[src/rtl/fruit_spawn_scheduler.sv]
// fruit_spawn_scheduler: frame-paced allocator of playfield object slots.
// Every SPAWN_PERIOD frames the lowest free slot is reserved, its launch
// configuration is offered on a valid/ready handshake, and the slot becomes
// active on acceptance. An active slot is freed when its motion engine
// reports out-of-bounds.
// Optional feature: define SPAWN_RANDOM_EN to take posx, dx, sprite and speed
// from a free-running 16-bit LFSR instead of the deterministic derivation.
module fruit_spawn_scheduler #(
  parameter int unsigned SLOTS         = 4,
  parameter int unsigned DEPTH_BIT     = 19,
  parameter int unsigned SPAWN_PERIOD  = 60,
  parameter int unsigned SPRITE_BASE   = 18000,
  parameter int unsigned SPRITE_STRIDE = 8000,
  parameter int unsigned T_BASE        = 50000000,
  parameter logic [15:0] LFSR_SEED     = 16'hACE1
) (
  input  logic                     clk,
  input  logic                     rst,
  input  logic                     enable,
  input  logic                     frame_tick,
  input  logic [SLOTS-1:0]         oob,
  input  logic                     spawn_ready,
  output logic                     spawn_valid,
  output logic [$clog2(SLOTS)-1:0] spawn_slot,
  output logic [9:0]               spawn_posx,
  output logic [8:0]               spawn_posy,
  output logic [31:0]              spawn_tx,
  output logic                     spawn_dx,
  output logic                     spawn_dy,
  output logic [DEPTH_BIT-1:0]     spawn_addr,
  output logic [SLOTS-1:0]         slot_en,
  output logic [3:0]               active_count
);

  localparam int unsigned SLOT_W    = $clog2(SLOTS);
  localparam int unsigned POSX_STEP = 640 / SLOTS;
  localparam logic [7:0]  CNT_LAST  = 8'(SPAWN_PERIOD - 1);
  localparam logic [8:0]  POSY_INIT = 9'd400;

  // Parameter sanity checks at elaboration
  if (SLOTS < 2 || SLOTS > 8) begin : g_bad_slots
    $error("SLOTS must be in 2..8");
  end
  if (SPAWN_PERIOD < 1 || SPAWN_PERIOD > 256) begin : g_bad_period
    $error("SPAWN_PERIOD must be in 1..256");
  end
  if (LFSR_SEED == 16'h0000) begin : g_bad_seed
    $error("LFSR_SEED must be nonzero");
  end

  typedef enum logic [1:0] {
    S_IDLE  = 2'd0,
    S_WAIT  = 2'd1,
    S_PICK  = 2'd2,
    S_ISSUE = 2'd3
  } state_e;

  state_e               state_q, state_d;
  logic [7:0]           cnt_q, cnt_d;
  logic [1:0]           n_q, n_d;
  logic [SLOTS-1:0]     slot_en_q, slot_en_d;
  logic [SLOTS-1:0]     rsv_q, rsv_d;
  logic [3:0]           active_q, active_d;
  logic                 valid_q, valid_d;
  logic [SLOT_W-1:0]    slot_q, slot_d;
  logic [9:0]           posx_q, posx_d;
  logic [8:0]           posy_q, posy_d;
  logic [31:0]          tx_q, tx_d;
  logic                 dx_q, dx_d;
  logic                 dy_q, dy_d;
  logic [DEPTH_BIT-1:0] addr_q, addr_d;

  logic                 free_found;
  logic [SLOT_W-1:0]    free_idx;
  logic [9:0]           pick_posx;
  logic                 pick_dx;
  logic [1:0]           pick_sprite;
  logic [1:0]           pick_k;
  logic                 handshake;

  // Lowest-index slot that is neither active nor reserved
  always_comb begin
    free_found = 1'b0;
    free_idx   = '0;
    for (int i = SLOTS - 1; i >= 0; i--) begin
      if (!slot_en_q[i] && !rsv_q[i]) begin
        free_found = 1'b1;
        free_idx   = SLOT_W'(i);
      end
    end
  end

`ifdef SPAWN_RANDOM_EN
  logic [15:0] lfsr_q, lfsr_d;

  // Fibonacci LFSR, taps 16/14/13/11, free-running every clock
  always_comb begin
    lfsr_d = {lfsr_q[14:0], lfsr_q[15] ^ lfsr_q[13] ^ lfsr_q[12] ^ lfsr_q[10]};
  end

  // LFSR register
  always_ff @(posedge clk or posedge rst) begin
    if (rst) lfsr_q <= LFSR_SEED;
    else     lfsr_q <= lfsr_d;
  end

  // Randomised launch fields from the current LFSR value
  always_comb begin
    pick_posx   = {1'b0, lfsr_q[8:0]};
    pick_dx     = lfsr_q[9];
    pick_sprite = lfsr_q[11:10];
    pick_k      = lfsr_q[13:12];
  end
`else
  // Deterministic launch fields from the slot and the spawn index
  always_comb begin
    pick_posx   = 10'(32'(free_idx) * POSX_STEP);
    pick_dx     = n_q[0];
    pick_sprite = n_q;
    pick_k      = n_q;
  end
`endif

  // Next-state, slot bookkeeping and launch-field latch
  always_comb begin
    state_d   = state_q;
    cnt_d     = cnt_q;
    n_d       = n_q;
    rsv_d     = rsv_q;
    valid_d   = valid_q;
    slot_d    = slot_q;
    posx_d    = posx_q;
    posy_d    = posy_q;
    tx_d      = tx_q;
    dx_d      = dx_q;
    dy_d      = dy_q;
    addr_d    = addr_q;
    handshake = valid_q & spawn_ready;
    // out-of-bounds only affects slots that are actually active
    slot_en_d = slot_en_q & ~oob;

    case (state_q)
      S_IDLE: begin
        if (enable) state_d = S_WAIT;
      end
      S_WAIT: begin
        if (!enable) begin
          state_d = S_IDLE;
        end else if (frame_tick) begin
          if (cnt_q == CNT_LAST) begin
            cnt_d   = '0;
            state_d = S_PICK;
          end else begin
            cnt_d = cnt_q + 8'd1;
          end
        end
      end
      S_PICK: begin
        if (free_found) begin
          slot_d          = free_idx;
          posx_d          = pick_posx;
          posy_d          = POSY_INIT;
          dx_d            = pick_dx;
          dy_d            = 1'b1;
          tx_d            = 32'(T_BASE >> (32'd5 + 32'(pick_k)));
          addr_d          = DEPTH_BIT'(SPRITE_BASE + 32'(pick_sprite) * SPRITE_STRIDE);
          rsv_d[free_idx] = 1'b1;
          valid_d         = 1'b1;
          state_d         = S_ISSUE;
        end
      end
      S_ISSUE: begin
        if (handshake) begin
          slot_en_d[slot_q] = 1'b1;
          rsv_d[slot_q]     = 1'b0;
          n_d               = n_q + 2'd1;
          valid_d           = 1'b0;
          state_d           = S_WAIT;
        end
      end
      default: state_d = S_IDLE;
    endcase
  end

  // Population count of the next slot_en value
  always_comb begin
    active_d = '0;
    for (int i = 0; i < SLOTS; i++) begin
      active_d = active_d + 4'(slot_en_d[i]);
    end
  end

  // State and datapath registers
  always_ff @(posedge clk or posedge rst) begin
    if (rst) begin
      state_q   <= S_IDLE;
      cnt_q     <= '0;
      n_q       <= '0;
      slot_en_q <= '0;
      rsv_q     <= '0;
      active_q  <= '0;
      valid_q   <= 1'b0;
      slot_q    <= '0;
      posx_q    <= '0;
      posy_q    <= '0;
      tx_q      <= '0;
      dx_q      <= 1'b0;
      dy_q      <= 1'b0;
      addr_q    <= '0;
    end else begin
      state_q   <= state_d;
      cnt_q     <= cnt_d;
      n_q       <= n_d;
      slot_en_q <= slot_en_d;
      rsv_q     <= rsv_d;
      active_q  <= active_d;
      valid_q   <= valid_d;
      slot_q    <= slot_d;
      posx_q    <= posx_d;
      posy_q    <= posy_d;
      tx_q      <= tx_d;
      dx_q      <= dx_d;
      dy_q      <= dy_d;
      addr_q    <= addr_d;
    end
  end

  assign spawn_valid  = valid_q;
  assign spawn_slot   = slot_q;
  assign spawn_posx   = posx_q;
  assign spawn_posy   = posy_q;
  assign spawn_tx     = tx_q;
  assign spawn_dx     = dx_q;
  assign spawn_dy     = dy_q;
  assign spawn_addr   = addr_q;
  assign slot_en      = slot_en_q;
  assign active_count = active_q;

endmodule
[config.mk]
export PLATFORM = sky130hd
export DESIGN_NAME = fruit_spawn_scheduler
export DESIGN_NICKNAME = d
export VERILOG_FILES = /design/src/rtl/fruit_spawn_scheduler.sv
export SDC_FILE = /design/constraint.sdc
export NUM_CORES = 1
export LEC_CHECK = 0
export ABC_CLOCK_PERIOD_IN_PS = 7300
export BUFFER_PORTS_ARGS = -buffer_cell sky130_fd_sc_hd__buf_2
export CORE_MARGIN = 5
export CORE_UTILIZATION = 53
export CTS_CLUSTER_DIAMETER = 30
export CTS_CLUSTER_SIZE = 8
export DETAILED_ROUTE_END_ITERATION = 6
export GPL_TIMING_DRIVEN = 1
export PLACE_DENSITY = 0.83
export SLEW_MARGIN = 30
export SYNTH_ARGS = -nofsm -noshare
export SYNTH_HDL_FRONTEND = slang
export SYNTH_SLANG_ARGS = --single-unit
[constraint.sdc]
create_clock -name clk -period 7.3 [get_ports clk]
set_clock_uncertainty 0.2 [all_clocks]
set_input_delay 0.365 -clock clk [delete_from_list [all_inputs] [get_ports clk]]
set_output_delay 0.365 -clock clk [all_outputs]
set_load 0.005 [all_outputs]
Word level (Yosys, flattened, before mapping)
Index checks and enable logic that the tools add are counted.
{"block": "totals", "wordCells": 93, "register_bits": 86, "in_bits": 9, "out_inout_bits": 83}
{"block": "op_classes", "addsub": 7, "mux": 28, "bitwise_logic": 7, "shift": 1, "n_reduce_logical": 21, "eq_ne": 9, "order_cmp": 4, "n_mul": 2}
{"operator": "$shr 26x4->32 const A", "n": 1}
{"operator": "$mux 2", "n": 10}
{"operator": "$add 15x15->16 const A", "n": 1}
{"operator": "$mux 4", "n": 4}
{"operator": "$mul 2x7->9 const B", "n": 1}
{"operator": "$add 8x1->8 const B", "n": 1}
{"operator": "$and 4x4->4", "n": 2}
{"operator": "$eq 8x6->1 const B", "n": 1}
{"operator": "$logic_not 1->1", "n": 8}
{"operator": "$mux 1", "n": 8}
{"operator": "$mux 8", "n": 1}
{"operator": "$not 4->4", "n": 2}
{"operator": "$or 4x4->4", "n": 2}
{"operator": "$pmux 2 s4", "n": 1}
{"operator": "$pmux 4 s2", "n": 1}
{"operator": "$logic_and 1x1->1", "n": 6}
{"operator": "$lt 2x3->1 const B", "n": 2}
{"operator": "$ne 2x2->1 const B", "n": 3}
{"operator": "$ne 3x3->1 const B", "n": 2}
{"operator": "$reduce_and 3->1", "n": 2}
{"operator": "$mul 2x3->5 const B", "n": 1}
{"operator": "$reduce_and 5->1", "n": 1}
{"operator": "$add 3x1->4", "n": 1}
{"operator": "$add 3x2->4 const A", "n": 1}
{"operator": "12 further kinds", "n": 16}

Logic depth before layout (Yosys ltp)
{"block": "logic_depth", "depth_word": 13, "ltp_mapped": 8}

Least setup slack after synthesis
OpenSTA, ideal clock, no wires.
{"block": "synth_timing", "path_type": "register to register", "startpoint": "register state_q[0]", "endpoint": "register active_q[1] (netlist: active_count[1])", "slack_ns": 4.924, "synth_period_minus_slack_ns": 2.376, "t_required_ns": 6.974, "setup_ns": 0.126, "path_buffers": 0, "t_arrival_ns": 2.050, "stages_incl_launch_ff": 7, "path_cell_list": "dfrtp_1 > ha_1 > nand3_1 > o32ai_1 > fa_1 > ha_1 > ha_1"}
{"block": "synth_via", "elab_chain_cells": 5}
{"item": "start: declaration", "line_no": "58", "text": "state_e state_q, state_d;"}
{"item": "start signal: assignment", "line_no": "211", "text": "state_q <= state_d;"}
{"item": "$eq 2x2->1", "line_no": "142", "text": "case (state_q)"}
{"item": "$mux 4", "line_no": "142"}
{"item": "net slot_en_d[0]", "line_no": "61", "text": "logic [SLOTS-1:0] slot_en_q, slot_en_d;"}
{"item": "$add 1x1->2", "line_no": "189", "text": "active_d = active_d + 4'(slot_en_d[i]);"}
{"item": "$add 2x1->3", "line_no": "189"}
{"item": "$add 3x1->4", "line_no": "189"}
{"item": "net active_d[1]", "line_no": "63", "text": "logic [3:0] active_q, active_d;"}
{"item": "end signal: assignment", "line_no": "216", "text": "active_q <= active_d;"}
{"item": "end: declaration", "line_no": "63"}
The timed path passes the listed nets, and every way through them passes these cells.
A chain may end at the register's enable or synchronous reset.

Worst setup path in the final report
Same ends and word-level chain as after synthesis.

==> impl_summary.md <==
Power
The largest vdd supply drop is 0.000166 V. In this run the static leakage power is 1.41 nW. Dividing total power by cell area gives a power density of 338 mW/mm². The power after layout is 890 µW.

Global routing
The overall fraction of global-route tracks in use is 0.143. Entering global routing, the biggest net connects 44 pins. The first global-routing pass estimated 6860 µm of wire.

After global routing the overflow that remains totals 0. The number of antenna violations at the first check in global routing is 0. The via count of the first global-routing pass is 1446.

Die
92 I/O pins were placed. The region available for standard cell placement spans 0.00444 mm². The number of placement rows is 24. The floorplan die height is 78.2 µm. In this run the horizontal extent of the chip is 78.2 µm. The full die area is 0.00612 mm². For this configuration, the core starts out at a cell density of 0.555.

Cells and area
The fraction of layout cells with a size suffix above 1 is 0.279. In the layout the commonest cells are 56 x sky130_fd_sc_hd__buf_2, 43 x sky130_fd_sc_hd__dfrtp_1, 35 x sky130_fd_sc_hd__conb_1. The final cell utilization of the core is 0.593. The non-filler instance count after layout is 335. Summing all non-filler instances in the final layout gives an area of 0.00264 mm². The layout overhead on the synthesized area is 6.85%. Leaving out fill and tap cells, the most frequent cell in the layout is sky130_fd_sc_hd__buf_2. The net count of the finished layout is 307. The repair_antennas step left the layout with diodes totalling 0.

Timing
The final-report setup violation count is 0. The highest clock frequency the design can meet is 0.383 GHz. The final worst-path cycle share is 0.357. The hold violation count in the final report is 0. The routed design could run at a clock period as short as 2.61 ns. The post-layout worst setup margin is 4.69 ns. Setup repair after global routing left no endpoint under its margin. The final number of max-transition violations is 0. Hold is met by 0.108 ns.

The worst slew margin relative to its limit is 0.642. For the final routed database, the setup TNS stands at 0 ns. For the pin with the worst max-slew slack, the measured transition is 0.537 ns.

Placed design
The half-perimeter wire length of the detailed placement result is 3320 µm. Input and output buffers added on the ports amount to 56. Before CTS, the worst setup slack after placement is 4.69 ns. The cell area after placement is 0.00252 mm². The final RePlAce weighted congestion is 0.880. Once placement completed, the tool counted placed cells totaling 326.

Critical path
Traced cell by cell, the critical path runs through ha_1 > nand3_1 > o32ai_1 > fa_1 > ha_1 > ha_1. The startpoint type of the worst setup path is a flop. The cell with the most instances on the worst path is sky130_fd_sc_hd__ha_1. The worst setup path is of the flop to flop kind. The count of buffering cells on the critical path with inverters included is 0. Data on the critical path arrives at its endpoint at 2.59 ns.

For this run, the slowest stage of the critical path takes 0.48 ns. STA classifies the critical path endpoint as a flop. The slowest stage of the critical path belongs to the cell sky130_fd_sc_hd__fa_1. The gate family responsible for the most delay along the worst path is adder cells. The data required time at the worst endpoint is 7.28 ns. In this run the worst path has a maximum fanout of 6.

Routing
Across all layers, the routed design uses 1616 vias. The length of the first detailed-routing pass in iterations is 4. Wires add up to 4340 µm. The via density per instance is 4.82. Dividing the detail-routed wire length by the instance count gives 13.0 µm. In this run the remaining antenna-violating nets after routing total 0. After detailed routing, the number of remaining DRC violations is 0. The number of DRC markers in iteration 0 is 88.

Clocking
The maximum number of buffers from clock root to sink is 2. TritonCTS built the clock tree. The latest clock arrival within the worst-skew pair is 0.29 ns.

The clock sink total is 43. The H-tree level count is 2. After clock tree synthesis, the clock-pin slew on the worst setup and hold paths is 0.07 ns. Post-CTS repair changed the size of 0 cells. The number of setup buffers added after CTS is 0. The tree is rooted in a sky130_fd_sc_hd__clkbuf_8.

After clock tree synthesis, the flow added hold-fix buffers numbering 1. TritonCTS created 5 clock buffers.

Status
The flow ran to the end, and the final reports show no timing, DRC or antenna violations.

Logic synthesis
During synthesis, Yosys emitted a total of 0 warnings. Among all flip-flop cells after synthesis, the most frequent one is sky130_fd_sc_hd__dfrtp_1. The share of flip-flops with an asynchronous set or reset is 1.00. The number of enable flip-flop cells after synthesis is 0. The average cell area after synthesis is 10.2 µm². The register bit total from synthesis is 43. The number of library cell types mapped by synthesis is 37.

The share of the Yosys chip area taken by registers is 0.436. The post-synth design cell area is 0.00247 mm². The cell count after synthesis is 241.

Worst hold path
The path class of the tightest hold or removal check is input port to flop.

Run
Across the run, the number of max-cap violations was 0.
-- final timing paths --
kind                                            start                          to  slack (ns)  depth (start not counted)
max                            state_q[0]$_DFFE_PP0P_   active_count[1]$_DFF_PP0_        4.69                          6
min in group asynchronous                         rst  spawn_addr[10]$_DFFE_PP0P_        0.52                          4
min                                            oob[2]        slot_en[2]$_DFF_PP0_        0.11                          2
max in group asynchronous                         rst   active_count[1]$_DFF_PP0_        6.00                          4
min reg2reg                spawn_addr[15]$_DFFE_PP0P_  spawn_addr[15]$_DFFE_PP0P_        0.28                          2
max reg2reg                    state_q[0]$_DFFE_PP0P_   active_count[1]$_DFF_PP0_        4.69                          6
-- layout make-up --
class                      instances  area [µm²]
multi-input combinational        162        1050
inverter                          11        41.3
fill                             385        1810
timing repair buffer              59         305
clock buffer                       8         100
tap                               52        65.1
sequential                        43        1080
-- cell usage after synthesis, types with 2 or more instances --
master                     instances  area (µm²)
sky130_fd_sc_hd__nand2_1          25        93.8
sky130_fd_sc_hd__inv_1            11        41.3
sky130_fd_sc_hd__o21ai_0          18        90.1
sky130_fd_sc_hd__nand4_1           2        12.5
sky130_fd_sc_hd__dfrtp_1          43        1080
sky130_fd_sc_hd__nand3_1           6        30.0
sky130_fd_sc_hd__and3_1            4        25.0
sky130_fd_sc_hd__mux2_2            7        78.8
sky130_fd_sc_hd__xor2_1            4        35.0
sky130_fd_sc_hd__ha_1             15         188
sky130_fd_sc_hd__xnor2_1           5        43.8
sky130_fd_sc_hd__buf_4            56         420
sky130_fd_sc_hd__o31ai_1           3        22.5
sky130_fd_sc_hd__nor2_1           11        41.3
sky130_fd_sc_hd__mux2i_1           2        20.0
sky130_fd_sc_hd__clkbuf_1          2        7.51
sky130_fd_sc_hd__nor3_1            2        10.0
sky130_fd_sc_hd__o22ai_2           2        25.0
sky130_fd_sc_hd__a21oi_1           4        20.0
sky130_fd_sc_hd__nand2b_1          2        12.5
-- routing by layer --
metal	wire, µm	track usage
met1	1850	0.169
met2	2100	0.232
met3	298	0.0446
met4	95	0.0769
met5	0	0
-- power by group --
| part | total, mW | switching, mW | internal [mW] |
|---|---|---|---|
| sequential | 0.384 | 0.0713 | 0.312 |
| combinational | 0.343 | 0.174 | 0.169 |
| clock | 0.163 | 0.0771 | 0.0863 |
| total | 0.890 | 0.323 | 0.568 |
-- cells by family after synthesis --
family          synth area share
buf+inv                    0.192
compound gates             0.100
other cells              0.00152
xor+xnor                  0.0320
flops                      0.436
simple gates               0.114
fa+ha+maj                 0.0842
mux                       0.0401
-- sequential cells by signal (all words and copies together) (netlist names) --
register / count
active_count: 3
cnt_q: 8
n_q: 2
rsv_q: 4
slot_en: 4
spawn_addr: 7
spawn_posx: 1
spawn_slot: 1
spawn_tx: 10
spawn_valid: 1
state_q: 2
Note: power is estimated with default switching activity, not from simulation.
